===== src/rtl/mm2s_if.sv =====
// Command/status, AXI-MM read and AXI-Stream signals of the MM2S read engine.
// master = engine side, slave = memory/stream/command environment side.
interface mm2s_if #(
  parameter int DATA_W = 32,
  parameter int ADDR_W = 32,
  parameter int LEN_W  = 23
) ();
  localparam int BYTES = DATA_W / 8;

  logic [ADDR_W-1:0] cmd_addr;
  logic [LEN_W-1:0]  cmd_len;
  logic              cmd_valid;
  logic              cmd_ready;
  logic              sts_valid;
  logic              sts_error;

  logic [ADDR_W-1:0] m_axi_araddr;
  logic [7:0]        m_axi_arlen;
  logic              m_axi_arvalid;
  logic              m_axi_arready;
  logic [DATA_W-1:0] m_axi_rdata;
  logic [1:0]        m_axi_rresp;
  logic              m_axi_rvalid;
  logic              m_axi_rready;
  logic              m_axi_rlast;

  logic [DATA_W-1:0] m_axis_tdata;
  logic [BYTES-1:0]  m_axis_tkeep;
  logic              m_axis_tvalid;
  logic              m_axis_tready;
  logic              m_axis_tlast;

  modport master (
    input  cmd_addr, cmd_len, cmd_valid,
    output cmd_ready, sts_valid, sts_error,
    output m_axi_araddr, m_axi_arlen, m_axi_arvalid,
    input  m_axi_arready,
    input  m_axi_rdata, m_axi_rresp, m_axi_rvalid, m_axi_rlast,
    output m_axi_rready,
    output m_axis_tdata, m_axis_tkeep, m_axis_tvalid, m_axis_tlast,
    input  m_axis_tready
  );

  modport slave (
    output cmd_addr, cmd_len, cmd_valid,
    input  cmd_ready, sts_valid, sts_error,
    input  m_axi_araddr, m_axi_arlen, m_axi_arvalid,
    output m_axi_arready,
    output m_axi_rdata, m_axi_rresp, m_axi_rvalid, m_axi_rlast,
    input  m_axi_rready,
    input  m_axis_tdata, m_axis_tkeep, m_axis_tvalid, m_axis_tlast,
    output m_axis_tready
  );
endinterface


===== src/rtl/mm2s_engine.sv =====
// Memory-to-stream DMA read engine: splits a byte-length command into 4KB-safe
// AXI read bursts, buffers the returned data and emits one AXIS packet per command.
module mm2s_engine #(
  parameter int DATA_W     = 32,
  parameter int ADDR_W     = 32,
  parameter int LEN_W      = 23,
  parameter int MAX_BURST  = 16,
  parameter int FIFO_DEPTH = 32,
  parameter int MAX_OUTST  = 4
) (
  input logic   clk,
  input logic   rst,
  mm2s_if.master bus
);
  localparam int BYTES = DATA_W / 8;
  localparam int LOG_B = $clog2(BYTES);
  localparam int AW    = $clog2(FIFO_DEPTH);
  localparam int CW    = $clog2(FIFO_DEPTH + 1);
  localparam int OW    = $clog2(MAX_OUTST + 1);
  localparam int BW    = $clog2(MAX_BURST + 1);
  localparam int MW    = (LEN_W > 13) ? LEN_W : 13;
  localparam int SW    = CW + 2;

  typedef enum logic [1:0] {IDLE, ISSUE, DRAIN, STATUS} state_t;

  state_t            state;
  logic [ADDR_W-1:0] addr_q, araddr_q;
  logic [7:0]        arlen_q;
  logic              arvalid_q;
  logic [LEN_W-1:0]  rem_beats, total_beats, ld_cnt;
  logic [LOG_B-1:0]  len_tail;
  logic [BW-1:0]     burst_beats, next_beats;
  logic [OW-1:0]     outst;
  logic [CW-1:0]     in_flight, fifo_cnt;
  logic              err_q;

  logic [DATA_W-1:0] mem [FIFO_DEPTH];
  logic [AW-1:0]     wr_ptr, rd_ptr;
  logic [DATA_W-1:0] data_p1;
  logic [BYTES-1:0]  keep_p1;
  logic              last_p1, vld_p1;

  logic [12:0]       to_4k;
  logic [MW-1:0]     beats_m;
  logic [LEN_W:0]    len_up;
  logic [LEN_W-1:0]  cmd_beats;
  logic              credit_ok, can_issue, ar_hs, r_hs, pop, resp_err, rready;

  function automatic logic [BYTES-1:0] last_keep(input logic [LOG_B-1:0] tail);
    last_keep = (tail == '0) ? {BYTES{1'b1}} : ~({BYTES{1'b1}} << tail);
  endfunction

  assign rready    = (state == ISSUE) || (state == DRAIN);
  assign ar_hs     = arvalid_q && bus.m_axi_arready;
  assign r_hs      = bus.m_axi_rvalid && rready;
  assign pop       = (fifo_cnt != '0) && (!vld_p1 || bus.m_axis_tready);
  assign resp_err  = (bus.m_axi_rresp == 2'b10) || (bus.m_axi_rresp == 2'b11);
  assign len_up    = {1'b0, bus.cmd_len} + (LEN_W+1)'(BYTES - 1);
  assign cmd_beats = LEN_W'(len_up >> LOG_B);

  // Next burst size: remaining beats, capped by MAX_BURST and the 4KB page end.
  always_comb begin
    to_4k   = 13'd4096 - {1'b0, addr_q[11:0]};
    beats_m = MW'(MAX_BURST);
    if (MW'(rem_beats) < beats_m) beats_m = MW'(rem_beats);
    if (MW'(to_4k >> LOG_B) < beats_m) beats_m = MW'(to_4k >> LOG_B);
    next_beats = BW'(beats_m);
    credit_ok  = (SW'(fifo_cnt) + SW'(in_flight) + SW'(next_beats)) <= SW'(FIFO_DEPTH);
    can_issue  = (state == ISSUE) && !arvalid_q && (rem_beats != '0) &&
                 (outst < OW'(MAX_OUTST)) && credit_ok;
  end

  always_ff @(posedge clk or posedge rst) begin
    if (rst) begin
      state       <= IDLE;
      addr_q      <= '0;
      araddr_q    <= '0;
      arlen_q     <= '0;
      arvalid_q   <= 1'b0;
      rem_beats   <= '0;
      total_beats <= '0;
      len_tail    <= '0;
      burst_beats <= '0;
      outst       <= '0;
      in_flight   <= '0;
      err_q       <= 1'b0;
    end else begin
      if (r_hs && resp_err) err_q <= 1'b1;
      case ({ar_hs, r_hs && bus.m_axi_rlast})
        2'b10:   outst <= outst + OW'(1);
        2'b01:   outst <= outst - OW'(1);
        default: ;
      endcase
      in_flight <= in_flight + (ar_hs ? CW'(burst_beats) : '0) - (r_hs ? CW'(1) : '0);
      case (state)
        IDLE: if (bus.cmd_valid) begin
          addr_q      <= bus.cmd_addr & ~ADDR_W'(BYTES - 1);
          total_beats <= cmd_beats;
          rem_beats   <= cmd_beats;
          len_tail    <= bus.cmd_len[LOG_B-1:0];
          state       <= (bus.cmd_len == '0) ? STATUS : ISSUE;
        end
        ISSUE: begin
          if (can_issue) begin
            arvalid_q   <= 1'b1;
            araddr_q    <= addr_q;
            arlen_q     <= 8'(next_beats - BW'(1));
            burst_beats <= next_beats;
          end
          if (ar_hs) begin
            arvalid_q <= 1'b0;
            addr_q    <= addr_q + (ADDR_W'(burst_beats) << LOG_B);
            rem_beats <= rem_beats - LEN_W'(burst_beats);
            if (rem_beats == LEN_W'(burst_beats)) state <= DRAIN;
          end
        end
        DRAIN: if (outst == '0 && fifo_cnt == '0 && !vld_p1) state <= STATUS;
        STATUS: begin
          err_q <= 1'b0;
          state <= IDLE;
        end
        default: state <= IDLE;
      endcase
    end
  end

  always_ff @(posedge clk) begin
    if (r_hs) mem[wr_ptr] <= bus.m_axi_rdata;
  end

  // Stage p1: FIFO head registered onto the stream outputs.
  always_ff @(posedge clk or posedge rst) begin
    if (rst) begin
      wr_ptr   <= '0;
      rd_ptr   <= '0;
      fifo_cnt <= '0;
      ld_cnt   <= '0;
      data_p1  <= '0;
      keep_p1  <= '0;
      last_p1  <= 1'b0;
      vld_p1   <= 1'b0;
    end else begin
      if (r_hs) wr_ptr <= wr_ptr + AW'(1);
      case ({r_hs, pop})
        2'b10:   fifo_cnt <= fifo_cnt + CW'(1);
        2'b01:   fifo_cnt <= fifo_cnt - CW'(1);
        default: ;
      endcase
      if (pop) begin
        rd_ptr  <= rd_ptr + AW'(1);
        data_p1 <= mem[rd_ptr];
        vld_p1  <= 1'b1;
        last_p1 <= (ld_cnt == total_beats - LEN_W'(1));
        keep_p1 <= (ld_cnt == total_beats - LEN_W'(1)) ? last_keep(len_tail) : {BYTES{1'b1}};
      end else if (bus.m_axis_tready) begin
        vld_p1 <= 1'b0;
      end
      if (state == IDLE)  ld_cnt <= '0;
      else if (pop)       ld_cnt <= ld_cnt + LEN_W'(1);
    end
  end

  assign bus.cmd_ready     = (state == IDLE);
  assign bus.sts_valid     = (state == STATUS);
  assign bus.sts_error     = (state == STATUS) && err_q;
  assign bus.m_axi_araddr  = araddr_q;
  assign bus.m_axi_arlen   = arlen_q;
  assign bus.m_axi_arvalid = arvalid_q;
  assign bus.m_axi_rready  = rready;
  assign bus.m_axis_tdata  = data_p1;
  assign bus.m_axis_tkeep  = keep_p1;
  assign bus.m_axis_tvalid = vld_p1;
  assign bus.m_axis_tlast  = last_p1;
endmodule

===== src/flat_wrapper.sv =====
// flat-port wrapper written by rule: the top's interface ports become plain ports
module mm2s_engine_flat 
#(
  parameter int DATA_W     = 32,
  parameter int ADDR_W     = 32,
  parameter int LEN_W      = 23,
  parameter int MAX_BURST  = 16,
  parameter int FIFO_DEPTH = 32,
  parameter int MAX_OUTST  = 4
)
  (clk, rst, bus_cmd_addr, bus_cmd_len, bus_cmd_valid, bus_cmd_ready, bus_sts_valid, bus_sts_error, bus_m_axi_araddr, bus_m_axi_arlen, bus_m_axi_arvalid, bus_m_axi_arready, bus_m_axi_rdata, bus_m_axi_rresp, bus_m_axi_rvalid, bus_m_axi_rlast, bus_m_axi_rready, bus_m_axis_tdata, bus_m_axis_tkeep, bus_m_axis_tvalid, bus_m_axis_tlast, bus_m_axis_tready);
  mm2s_if #(.DATA_W(DATA_W), .ADDR_W(ADDR_W), .LEN_W(LEN_W)) bus_i ();
  input logic clk;
  input logic rst;
  input wire logic [$bits(bus_i.cmd_addr)-1:0] bus_cmd_addr;
  input wire logic [$bits(bus_i.cmd_len)-1:0] bus_cmd_len;
  input wire logic [$bits(bus_i.cmd_valid)-1:0] bus_cmd_valid;
  output wire logic [$bits(bus_i.cmd_ready)-1:0] bus_cmd_ready;
  output wire logic [$bits(bus_i.sts_valid)-1:0] bus_sts_valid;
  output wire logic [$bits(bus_i.sts_error)-1:0] bus_sts_error;
  output wire logic [$bits(bus_i.m_axi_araddr)-1:0] bus_m_axi_araddr;
  output wire logic [$bits(bus_i.m_axi_arlen)-1:0] bus_m_axi_arlen;
  output wire logic [$bits(bus_i.m_axi_arvalid)-1:0] bus_m_axi_arvalid;
  input wire logic [$bits(bus_i.m_axi_arready)-1:0] bus_m_axi_arready;
  input wire logic [$bits(bus_i.m_axi_rdata)-1:0] bus_m_axi_rdata;
  input wire logic [$bits(bus_i.m_axi_rresp)-1:0] bus_m_axi_rresp;
  input wire logic [$bits(bus_i.m_axi_rvalid)-1:0] bus_m_axi_rvalid;
  input wire logic [$bits(bus_i.m_axi_rlast)-1:0] bus_m_axi_rlast;
  output wire logic [$bits(bus_i.m_axi_rready)-1:0] bus_m_axi_rready;
  output wire logic [$bits(bus_i.m_axis_tdata)-1:0] bus_m_axis_tdata;
  output wire logic [$bits(bus_i.m_axis_tkeep)-1:0] bus_m_axis_tkeep;
  output wire logic [$bits(bus_i.m_axis_tvalid)-1:0] bus_m_axis_tvalid;
  output wire logic [$bits(bus_i.m_axis_tlast)-1:0] bus_m_axis_tlast;
  input wire logic [$bits(bus_i.m_axis_tready)-1:0] bus_m_axis_tready;
  assign bus_i.cmd_addr = bus_cmd_addr;
  assign bus_i.cmd_len = bus_cmd_len;
  assign bus_i.cmd_valid = bus_cmd_valid;
  assign bus_cmd_ready = bus_i.cmd_ready;
  assign bus_sts_valid = bus_i.sts_valid;
  assign bus_sts_error = bus_i.sts_error;
  assign bus_m_axi_araddr = bus_i.m_axi_araddr;
  assign bus_m_axi_arlen = bus_i.m_axi_arlen;
  assign bus_m_axi_arvalid = bus_i.m_axi_arvalid;
  assign bus_i.m_axi_arready = bus_m_axi_arready;
  assign bus_i.m_axi_rdata = bus_m_axi_rdata;
  assign bus_i.m_axi_rresp = bus_m_axi_rresp;
  assign bus_i.m_axi_rvalid = bus_m_axi_rvalid;
  assign bus_i.m_axi_rlast = bus_m_axi_rlast;
  assign bus_m_axi_rready = bus_i.m_axi_rready;
  assign bus_m_axis_tdata = bus_i.m_axis_tdata;
  assign bus_m_axis_tkeep = bus_i.m_axis_tkeep;
  assign bus_m_axis_tvalid = bus_i.m_axis_tvalid;
  assign bus_m_axis_tlast = bus_i.m_axis_tlast;
  assign bus_i.m_axis_tready = bus_m_axis_tready;
  mm2s_engine #(.DATA_W(DATA_W), .ADDR_W(ADDR_W), .LEN_W(LEN_W), .MAX_BURST(MAX_BURST), .FIFO_DEPTH(FIFO_DEPTH), .MAX_OUTST(MAX_OUTST)) u_core (.clk(clk), .rst(rst), .bus(bus_i));
endmodule

===== config.mk =====
export PLATFORM = sky130hd
export DESIGN_NAME = mm2s_engine_flat
export DESIGN_NICKNAME = d
export VERILOG_FILES = /design/src/rtl/mm2s_if.sv /design/src/rtl/mm2s_engine.sv /design/src/flat_wrapper.sv
export SDC_FILE = /design/constraint.sdc
export NUM_CORES = 2
export LEC_CHECK = 0
export CAP_MARGIN = 40
export CORE_ASPECT_RATIO = 1.1
export CORE_UTILIZATION = 58
export CTS_CLUSTER_SIZE = 40
export DETAILED_ROUTE_END_ITERATION = 7
export GPL_TIMING_DRIVEN = 1
export PLACE_DENSITY = 0.73
export SKIP_LAST_GASP = 1
export SYNTH_ARGS = -nofsm -noshare
export SYNTH_HDL_FRONTEND = slang
export SYNTH_SLANG_ARGS = --single-unit

===== constraint.sdc =====
create_clock -name clk -period 8.5 [get_ports clk]
set_input_delay 1.7 -clock clk [delete_from_list [all_inputs] [get_ports clk]]
set_output_delay 1.7 -clock clk [all_outputs]
set_load 0.02 [all_outputs]

==> impl_metrics.ini <==
[global_routing]
track_usage_pct = 28.0
antenna_found_initial = 3
grt_max_degree = 144
grt_pass1_wl_um = 183000
gr-total-overflow = 0
grt_pass1_vias = 28600

[worst_setup_path]
critPathCaptureType = flop
crit_family = compound AO/OA/AOI/OAI gates
cp_slowest_cell = buf_4
startpoint = u_core.rem_beats[15]$_DFFE_PP0P_
startpoint_type = flop
critPathRequiredTime_ns = 9.06
r2r-start = u_core.rem_beats[15]$_DFFE_PP0P_
cp_max_fo = 42
cp_data_arrival_time_ns = 6.47
crit_chain = nor3_1, nand4_1, nor3_1, inv_1, ha_1, o21a_1, o211a_1, nand4b_1, o211ai_2, a2bb2oi_4, nor2_1, a21oi_1, ha_1, and2_1, o21ai_0, o31ai_1, a21oi_1, nand3_1, a221oi_4, buf_4, mux2_1
cp_slowest_stage_delay_ns = 0.54
critPathKind = flop to flop
critPathBufInv = 2

[power]
ir_worst_vdd_mv = 0.269
leakagePower_uw = 0.0201
power_uw = 21000
p_per_area_mw_per_mm2 = 353

[route]
m1WireLength_um = 45800
avgViaCountPerCell = 6.45
drc = 0
met2WireLength_um = 63600
routed.top_layer = met4
drt_iter0_markers = 2999
antenna_left = 0
wl_met3_um = 9830
vias = 28100
first_pass_iters = 6
routed_wl_um = 123000
wire_per_inst_um = 28.3

[cts]
post_cts_resized = 0
clock_latency_ns = 0.71
cts_hold_buf = 0
postCtsSetupBuffers = 0
tritoncts = yes
clock_sinks = 1232
clk_pin_slew_ns = 0.07
cts_buffers = 118
htree_levels = 3
cts_root_buf = clkbuf_16
cts_buffer_depth = 3

[sta]
fmax_mhz = 169
hold_viol = 0
fin_crit_ns = 5.91
worstMarginPinSlew_ns = 1.06
finalSetupTns_ns = 0
drv_slew = 0
max-slew-margin-rel_pct = 29.2
finalSetupViolCount = 0
rsz0062_at_grt = no
fin_crit_sh_pct = 69.5
skew_ns = 0.0345
layout_setup_ws_ns = 2.59

[placement]
io_buffer_count = 173
preCtsSetupSlack_ns = 2.64
hpwl_um = 66900
place_congestion = 0.852

[status]
status = completed

[synth]
synth_edf_count = 1024
ys_seq_elements = 1232
synth_warnings = 0
synth_cell_types = 73
synth-main-ff-cell = edfxtp_1
yosysTopAreaCellShare_pct = 60.1
synth_top_area_cell = edfxtp_1
synthArstFlopShare_pct = 16.9
synthTopCellsByArea = edfxtp_1 60%, mux4_2 14%, dfrtp_1 10%
syn_area_per_cell_sq_um = 17.9
ys_seq_area_share_pct = 70.3
syn_area_sq_mm = 0.0511
synthCells = 2858

[die]
die-width_um = 285
io_pins = 179
initial_core_util_pct = 58.9
row_count = 113
die_h_um = 313
coreArea_sq_mm = 0.0868
floorplan.die_area_sq_mm = 0.0893

[flow_run]
max_cap_viol_count = 0

[layout]
regArea_sq_mm = 0.0360
n_fill_cell = 5462
nets = 3257
multi_input_area_sq_mm = 0.0146
area_growth_pct = 16.1
drive_above_1_share_pct = 20.5

[hold_path]
hold_path_startpoint = u_core.bus.m_axi_arlen[3]$_DFFE_PP0P_
worstHoldPathType = flop to flop
-- worst register-to-register path, cell delays in order, from the launching register on --
cell,delay [ns]
dfrtp_1,0.40
nor3_1,0.44
nand4_1,0.36
nor3_1,0.38
inv_1,0.08
ha_1,0.28
o21a_1,0.12
o211a_1,0.15
nand4b_1,0.12
o211ai_2,0.22
a2bb2oi_4,0.29
nor2_1,0.08
a21oi_1,0.44
ha_1,0.42
and2_1,0.20
o21ai_0,0.15
o31ai_1,0.09
a21oi_1,0.12
nand3_1,0.14
a221oi_4,0.30
buf_4,0.54
mux2_1,0.45
-- cells by family after synthesis --
group | share of synthesized area [%]
flip-flops | 70.3
AND/OR/NAND/NOR | 4.62
XOR/XNOR | 1.83
AO/OA/AOI/OAI | 3.61
multiplexers | 16.2
buffers and inverters | 1.68
adder cells (fa/ha/maj) | 1.75
other | 0.0147
-- power breakdown --
part	internal (uW)	switching (uW)	leakage, uW
Sequential	7200	635	0.0117
Combinational	3460	3840	0.00631
Clock	3510	2300	0.00210
Total	14200	6780	0.0201
-- Yosys cell counts (28+ instances only) --
master and n:
a21oi_1 126, xor2_1 48, mux2i_1 56, mux4_2 320
o21ai_0 90, mux2_1 39, nor2_1 157, xnor2_1 59
nor3_1 31, o22ai_1 28, dfrtp_1 208, clkbuf_1 106
ha_1 62, nand2_1 137, inv_1 70, edfxtp_1 1024
nand3_1 47, buf_1 30
-- layer usage --
metal | up-vias | global-route usage (%)
met5 | - | 0
met4 | 0 | 9.69
met3 | 258 | 3.74
met2 | 1456 | 47.9
met1 | 14600 | 37.3
li1 | 11800 | -
-- path summary, 6_finish.rpt --
kind | to | slack, ns | cells past startpoint
min in group asynchronous | u_core.bus.m_axis_tdata[30]$_DFFE_PP0P_ | 1.54 | 2
max in group asynchronous | u_core.ld_cnt[15]$_DFFE_PP0P_ | 5.68 | 4
worst min-delay path | u_core.bus.m_axi_arlen[3]$_DFFE_PP0P_ | 0.48 | 1
worst min register to register | u_core.bus.m_axi_arlen[3]$_DFFE_PP0P_ | 0.48 | 1
worst max-delay path | u_core.bus.m_axi_araddr[23]$_DFFE_PP0P_ | 2.59 | 21
worst max register to register | u_core.bus.m_axi_araddr[23]$_DFFE_PP0P_ | 2.59 | 21
-- area by class of cell --
| type | instances | share of cell area (%) |
|---|---|---|
| timing repair buffer | 255 | 4.57 |
| tap | 1150 | 2.42 |
| clock buffer | 150 | 5.36 |
| sequential | 1232 | 60.6 |
| inverter | 73 | 0.474 |
| antenna | 3 | 0.0126 |
| clock inverter | 75 | 1.94 |
| multi-input combinational | 1413 | 24.6 |
-- sequential cells by signal, summed over array words and instances (netlist names), 2 cells and up --
register and cells:
u_core.addr_q 30, u_core.burst_beats 5, u_core.bus.m_axi_araddr 30, u_core.bus.m_axi_arlen 6
u_core.bus.m_axis_tdata 32, u_core.bus.m_axis_tkeep 4, u_core.fifo_cnt 6, u_core.in_flight 6
u_core.ld_cnt 23, u_core.len_tail 2, u_core.mem 1024, u_core.outst 3
u_core.rd_ptr 5, u_core.rem_beats 23, u_core.state 2, u_core.total_beats 22
u_core.wr_ptr 5
-- metrics by stage --
step | utilization [%] | cell area (sq um) | cells | hold WS [ns]
global placement | 62.7 | 54400 | 4090 | 0.453
finish | 68.4 | 59300 | 4351 | 0.480
floorplan | - | 51100 | 2864 | 0.455
global route | 68.4 | 59300 | 4351 | 0.492
detailed placement | 63.1 | 54800 | 4108 | 0.466
CTS | 68.1 | 59100 | 4333 | 0.482
-- cells in the final DEF, fill, tap and decap left out, types with 17 or more instances in the layout --
master	netlist	final
edfxtp_1	1024	1024
mux4_2	320	320
dfrtp_1	208	203
clkdlybuf4s50_1	0	173
nand2_1	137	137
nor2_1	157	125
a21oi_1	126	125
clkbuf_16	0	118
o21ai_0	90	89
inv_1	70	69
ha_1	62	61
xnor2_1	59	59
mux2i_1	56	56
xor2_1	48	48
nand3_1	47	47
buf_4	9	47
mux2_1	39	39
nor2_4	0	32
nor3_1	31	31
o22ai_1	28	28
bufinv_16	0	28
clkbuf_1	106	21
nand4_1	19	19
or3_1	19	19
buf_8	0	18
and3_1	17	17
nor4_1	17	17
(Power assumes the default switching activity.)
==> patch 1: new RTL, config.mk and constraints unchanged <==
`LEN_W` is set to 23 in 3 places; all go to 27.
--- a/src/rtl/mm2s_if.sv
+++ b/src/rtl/mm2s_if.sv
@@ -5,3 +5,3 @@
   parameter int ADDR_W = 32,
-  parameter int LEN_W  = 23
+  parameter int LEN_W  = 27
 ) ();
--- a/src/rtl/mm2s_engine.sv
+++ b/src/rtl/mm2s_engine.sv
@@ -5,3 +5,3 @@
   parameter int ADDR_W     = 32,
-  parameter int LEN_W      = 23,
+  parameter int LEN_W      = 27,
   parameter int MAX_BURST  = 16,
--- a/src/flat_wrapper.sv
+++ b/src/flat_wrapper.sv
@@ -5,3 +5,3 @@
   parameter int ADDR_W     = 32,
-  parameter int LEN_W      = 23,
+  parameter int LEN_W      = 27,
   parameter int MAX_BURST  = 16,
Interface: changed (resized bus_cmd_len); port bits go from 179 to 183. No check against the original RTL was run, so the function may have changed too.
==> patch 1 against the original RTL <==
Synthesized area rose by 1.4%. Worst hold slack got worse by 0.011 ns. Wire length grew 0.62%. Sequential cell count up 12. Critical endpoint is now u_core.burst_beats[4]$_DFFE_PP0P_. Sequential power is essentially flat. Final area grew 0.69%. Worst setup slack got worse by 1.1 ns. Power decreased by 3.9%. Critical path type unchanged.
==> patch 1: results (changes against the original RTL) <==
[outcome]
run_status=complete, no violations

[placement]
pre_cts_ws_ns=1.53  ; -1.11 ns
gp_congestion=0.867  ; +1.7%
io_buffers=177  ; +2.3%
dpl.hpwl_um=70200  ; +4.9%

[clock_network]
root_buffer=clkbuf_16
numCtsBuffers=116  ; -1.7%
cts_buffer_depth=3  ; unchanged
clk_pin_slew_ns=0.06
cts_max_level=3  ; unchanged

[layout]
drive_above_1_share_pct=21.2  ; +0.68 points
fillers=5594  ; +2.4%
nets=3312  ; +1.7%
largest_register_ffs=1024  ; unchanged

[drt]
first_pass_iters=7  ; +1
drt-initial-drc-count=2652  ; -12%
num_vias=28400  ; +1.1%
routedWlPerCell_um=28.1  ; -0.66%

[synth]
synth.distinct_cells=75  ; +2.7%
synth-edff-count=1024  ; unchanged
yosysSeqAreaShare_pct=69.9  ; -0.42 points
synth-async-reset-ratio_pct=17.7  ; +0.80 points
synth_area_leaders=edfxtp_1 59%, mux4_2 14%, dfrtp_1 11%
yosys-top-cells-count=1024 x edfxtp_1, 320 x mux4_2, 220 x dfrtp_1

[timing]
tightest_slew_ns=1.05  ; -0.0138 ns
clock_skew_ns=0.0350  ; +0.000524 ns

[grt]
gr-usage-all-layers_pct=27.8  ; -0.24 points
grt_antenna_before_repair=2  ; -1
grt_pass1_wl_um=184000  ; +0.51%
grt_pass1_vias=29200  ; +2.2%
grt_max_degree=114  ; -21%

[setup_path]
path_max_fanout=42  ; unchanged
cp.arrival_ns=7.52  ; +1.05 ns

[power_and_ir_drop]
irDropWorstVdd_v=0.000261  ; -2.9%
p_leak_uw=0.0205  ; +1.7%

patch 1: cell count changes after synthesis, sizes merged, moves of 12 or more:
cell,before,now
mux2i,57,41
a21oi,126,105
o21ai,90,113
dfrtp,208,220
o22ai,28,7
patch 1: layout make-up:
cell class,instances,area share [%]
clock inverters,73,1.35
multi-input cells,1449,25.2
flip-flops and latches,1244,60.7
well taps,1160,2.43
inverters,67,0.433
clock buffers,148,5.27
diodes,1,0.00419
repair buffers,265,4.64
patch 1: cell families after synthesis:
kind of cell	synth area share (%)
fa+ha+maj	1.75
xor+xnor	2.19
compound gates	3.95
simple gates	4.72
other cells	0.0145
mux	15.8
buf+inv	1.64
flops	69.9
patch 1: worst paths after layout:
kind,startpoint,end,slack (ns),depth (start not counted)
max,u_core.rem_beats[12]$_DFFE_PP0P_,u_core.burst_beats[4]$_DFFE_PP0P_,1.54,20
min,u_core.bus.m_axis_tkeep[0]$_DFFE_PP0P_,u_core.bus.m_axis_tkeep[0]$_DFFE_PP0P_,0.47,1
max reg2reg,u_core.rem_beats[12]$_DFFE_PP0P_,u_core.burst_beats[4]$_DFFE_PP0P_,1.54,20
min reg2reg,u_core.bus.m_axis_tkeep[0]$_DFFE_PP0P_,u_core.bus.m_axis_tkeep[0]$_DFFE_PP0P_,0.47,1
max in group asynchronous,rst,u_core.bus.m_axis_tdata[24]$_DFFE_PP0P_,5.56,4
min in group asynchronous,rst,u_core.bus.m_axis_tdata[6]$_DFFE_PP0P_,1.37,2
patch 1: critical path: stages (launching register included):
cell and delay, ns:
dfrtp_1 0.41, or3_1 0.43, or3_1 0.47, nor4_4 0.70, nand2_1 0.13, ha_1 0.22
or3b_2 0.47, a21o_1 0.18, and2_1 0.20, nand2b_1 0.19, a32o_1 0.23, a21boi_0 0.56
inv_1 0.12, ha_1 0.36, a31o_2 0.24, a31o_2 0.23, mux2i_1 0.29, o22ai_1 0.16
a22oi_4 0.17, buf_4 0.62, mux2_2 0.41
patch 1: through the flow:
stage,cell area (um2),hold slack (ns),cells,power [uW]
floorplan,51900,0.455,2907,12700
global placement,55200,0.451,4152,14500
detailed placement,55600,0.460,4170,14900
CTS,59500,0.475,4391,20200
global route,59800,0.488,4407,21000
finish,59800,0.469,4407,20100
patch 1: power breakdown:
group          internal (uW)  switching [uW]  leakage, uW  total, uW
clock network           3110            2230      0.00192       5340
logic                   3330            3630      0.00662       6960
registers               7230             599       0.0119       7830
total                  13700            6460       0.0205      20100
patch 1: layer usage:
metal  global-route usage (%)  routed length [um]  share of wire, %
met1                     36.5               47300                38
met2                     47.4               63700                51
met3                     4.11                8920               7.2
met4                     10.3                4030               3.3
met5                        0                  17             0.014
==> patch 2: new RTL, same settings <==
Without the edit above. Re-encode `state_t` (4 states) as one-hot, 4 bits wide.
--- a/src/rtl/mm2s_engine.sv
+++ b/src/rtl/mm2s_engine.sv
@@ -23,3 +23,3 @@
 
-  typedef enum logic [1:0] {IDLE, ISSUE, DRAIN, STATUS} state_t;
+  typedef enum logic [3:0] {IDLE = 4'b0001, ISSUE = 4'b0010, DRAIN = 4'b0100, STATUS = 4'b1000} state_t;
 
Check against the original RTL: same outputs for any inputs over 4 cycles, from zero or initial values and one cycle with rst high; so few cycles prove little.
==> patch 2 against the original RTL <==
The flow now finishes with violations (DRC). Final area decreased by 0.98%. Synthesized cell count decreased by 0.10%. Power decreased by 7.9%. Non-clock buffer count increased by 5. Worst setup slack got worse by 0.97 ns. Synthesized area decreased by 0.21%. Sequential cell count increased by 2. Maximum frequency decreased by 14%. Wire length decreased by 1.5%. Largest power group unchanged.
==> patch 2: results (changes against the original RTL) <==
[setup_path]
r2r-start=u_core.rem_beats[7]$_DFFE_PP0P_
path_max_fanout=40  ; -4.8%
cp.arrival_ns=7.46  ; +0.99 ns

[placement]
gp_congestion=0.889  ; +4.3%
dpl.hpwl_um=68400  ; +2.2%
pre_cts_ws_ns=1.80  ; -0.841 ns
place_area_um2=54800  ; about the same

[grt]
grt_antenna_before_repair=6  ; +3
grt_max_degree=141  ; -2.1%
grt_pass1_vias=28400  ; -0.57%
grt_pass1_wl_um=180000  ; -1.7%
gr-usage-all-layers_pct=27.5  ; -0.48 points

[worst_hold_path]
min_from=u_core.bus.m_axis_tkeep[0]$_DFFE_PP0P_

[layout]
drive_above_1_share_pct=21.2  ; +0.63 points
fillers=5492  ; +0.55%
largest_register_ffs=1024  ; unchanged

[synth]
muxShareOfSynthArea_pct=15.8  ; -0.37 points
synth.distinct_cells=81  ; +11%
yosys-top-cells-count=1024 x edfxtp_1, 320 x mux4_2, 209 x dfrtp_1
yosysSeqAreaShare_pct=70.6  ; +0.25 points
synth_area_leaders=edfxtp_1 60%, mux4_2 14%, dfrtp_1 10%
synth_compound_area_share_pct=3.71  ; +0.093 points
synth-async-reset-ratio_pct=17.0  ; +0.13 points

[drt]
first_pass_iters=8  ; +2
vias_per_cell=6.39  ; -1.0%
drcViolationCount=2  ; +2
routedWlPerCell_um=27.9  ; -1.6%
drt-initial-drc-count=2897  ; -3.4%

[outcome]
run_status=complete, but fails checks
violations=DRC

[clock_network]
numCtsBuffers=117  ; -0.85%

[timing]
tightest_slew_ns=1.02  ; -0.0373 ns
clock_skew_ns=0.0289  ; -0.00564 ns

[power_and_ir_drop]
p_leak_uw=0.0198  ; -1.4%
intPower_uw=13100  ; -7.5%
irDropWorstVdd_v=0.000286  ; +6.4%

-- patch 2: path summary, 6_finish.rpt --
path | endpoint | slack [ns] | depth (start not counted)
worst max-delay path | u_core.bus.m_axi_araddr[23]$_DFFE_PP0P_ | 1.62 | 22
worst min-delay path | u_core.bus.m_axis_tkeep[0]$_DFFE_PP0P_ | 0.47 | 1
worst max register to register | u_core.bus.m_axi_araddr[23]$_DFFE_PP0P_ | 1.62 | 22
worst min register to register | u_core.bus.m_axis_tkeep[0]$_DFFE_PP0P_ | 0.47 | 1
max in group asynchronous | u_core.bus.m_axis_tdata[0]$_DFFE_PP0P_ | 5.88 | 4
min in group asynchronous | u_core.bus.m_axi_araddr[20]$_DFFE_PP0P_ | 1.47 | 2
-- patch 2: logic make-up (layout without fill, tap and decap cells) --
kind of cell | count (synthesis) | count (layout)
AO/OA/AOI/OAI | 325 | 325
XOR/XNOR | 116 | 116
adder cells (fa/ha/maj) | 64 | 64
buffers and inverters | 218 | 554
flip-flops | 1234 | 1234
multiplexers | 400 | 400
other | 2 | 13
AND/OR/NAND/NOR | 496 | 496
-- patch 2: per-layer routing --
metal,global-route usage [%],vias up,share of wire [%]
met5,0,-,0.014
met4,9.36,2,2.9
met3,4.41,234,7.6
met2,47.5,1326,52
met1,35.8,14500,38
li1,-,11800,-
-- patch 2: through the flow --
| stage | hold WS [ns] | power (uW) | instances |
|---|---|---|---|
| after CTS | 0.471 | 19400 | 4333 |
| after global routing | 0.499 | 20200 | 4351 |
| after detailed placement | 0.456 | 14300 | 4114 |
| final | 0.467 | 19300 | 4352 |
| after floorplan | 0.454 | 12400 | 2861 |
| after global placement | 0.452 | 14000 | 4094 |
-- patch 2: final cells by class --
class	instances	area, um2	share of cell area, %
sequential	1234	36000	61.3
multi-input combinational	1409	14400	24.6
clock buffer	159	3150	5.35
timing repair buffer	260	2800	4.77
tap	1150	1440	2.45
clock inverter	60	618	1.05
inverter	75	289	0.492
antenna	5	12.5	0.0213
-- patch 2: power by group through the flow --
stage	Combinational (uW)	Sequential (uW)	Clock (uW)
after CTS	6550	7660	5200
final	6560	7610	5130
after detailed placement	6500	7790	0
after global placement	6250	7780	0
after floorplan	4750	7620	0
after global routing	7130	7670	5410
-- patch 2: critical path, stage by stage (launching register included) --
cell       delay, ns
dfrtp_1         0.42
nor4_1          0.55
nand2_1         0.37
nor3_4          0.37
nand2_1         0.12
ha_1            0.30
a2111oi_0       0.40
o211ai_1        0.16
a31oi_1         0.30
nand2_1         0.08
a21oi_1         0.32
o21ai_0         0.32
ha_1            0.51
o21ai_0         0.19
a211oi_1        0.24
o21ai_0         0.11
a31oi_1         0.19
o211ai_1        0.11
a21oi_1         0.18
o21bai_1        0.14
a211oi_4        0.35
buf_4           0.54
mux2_2          0.40
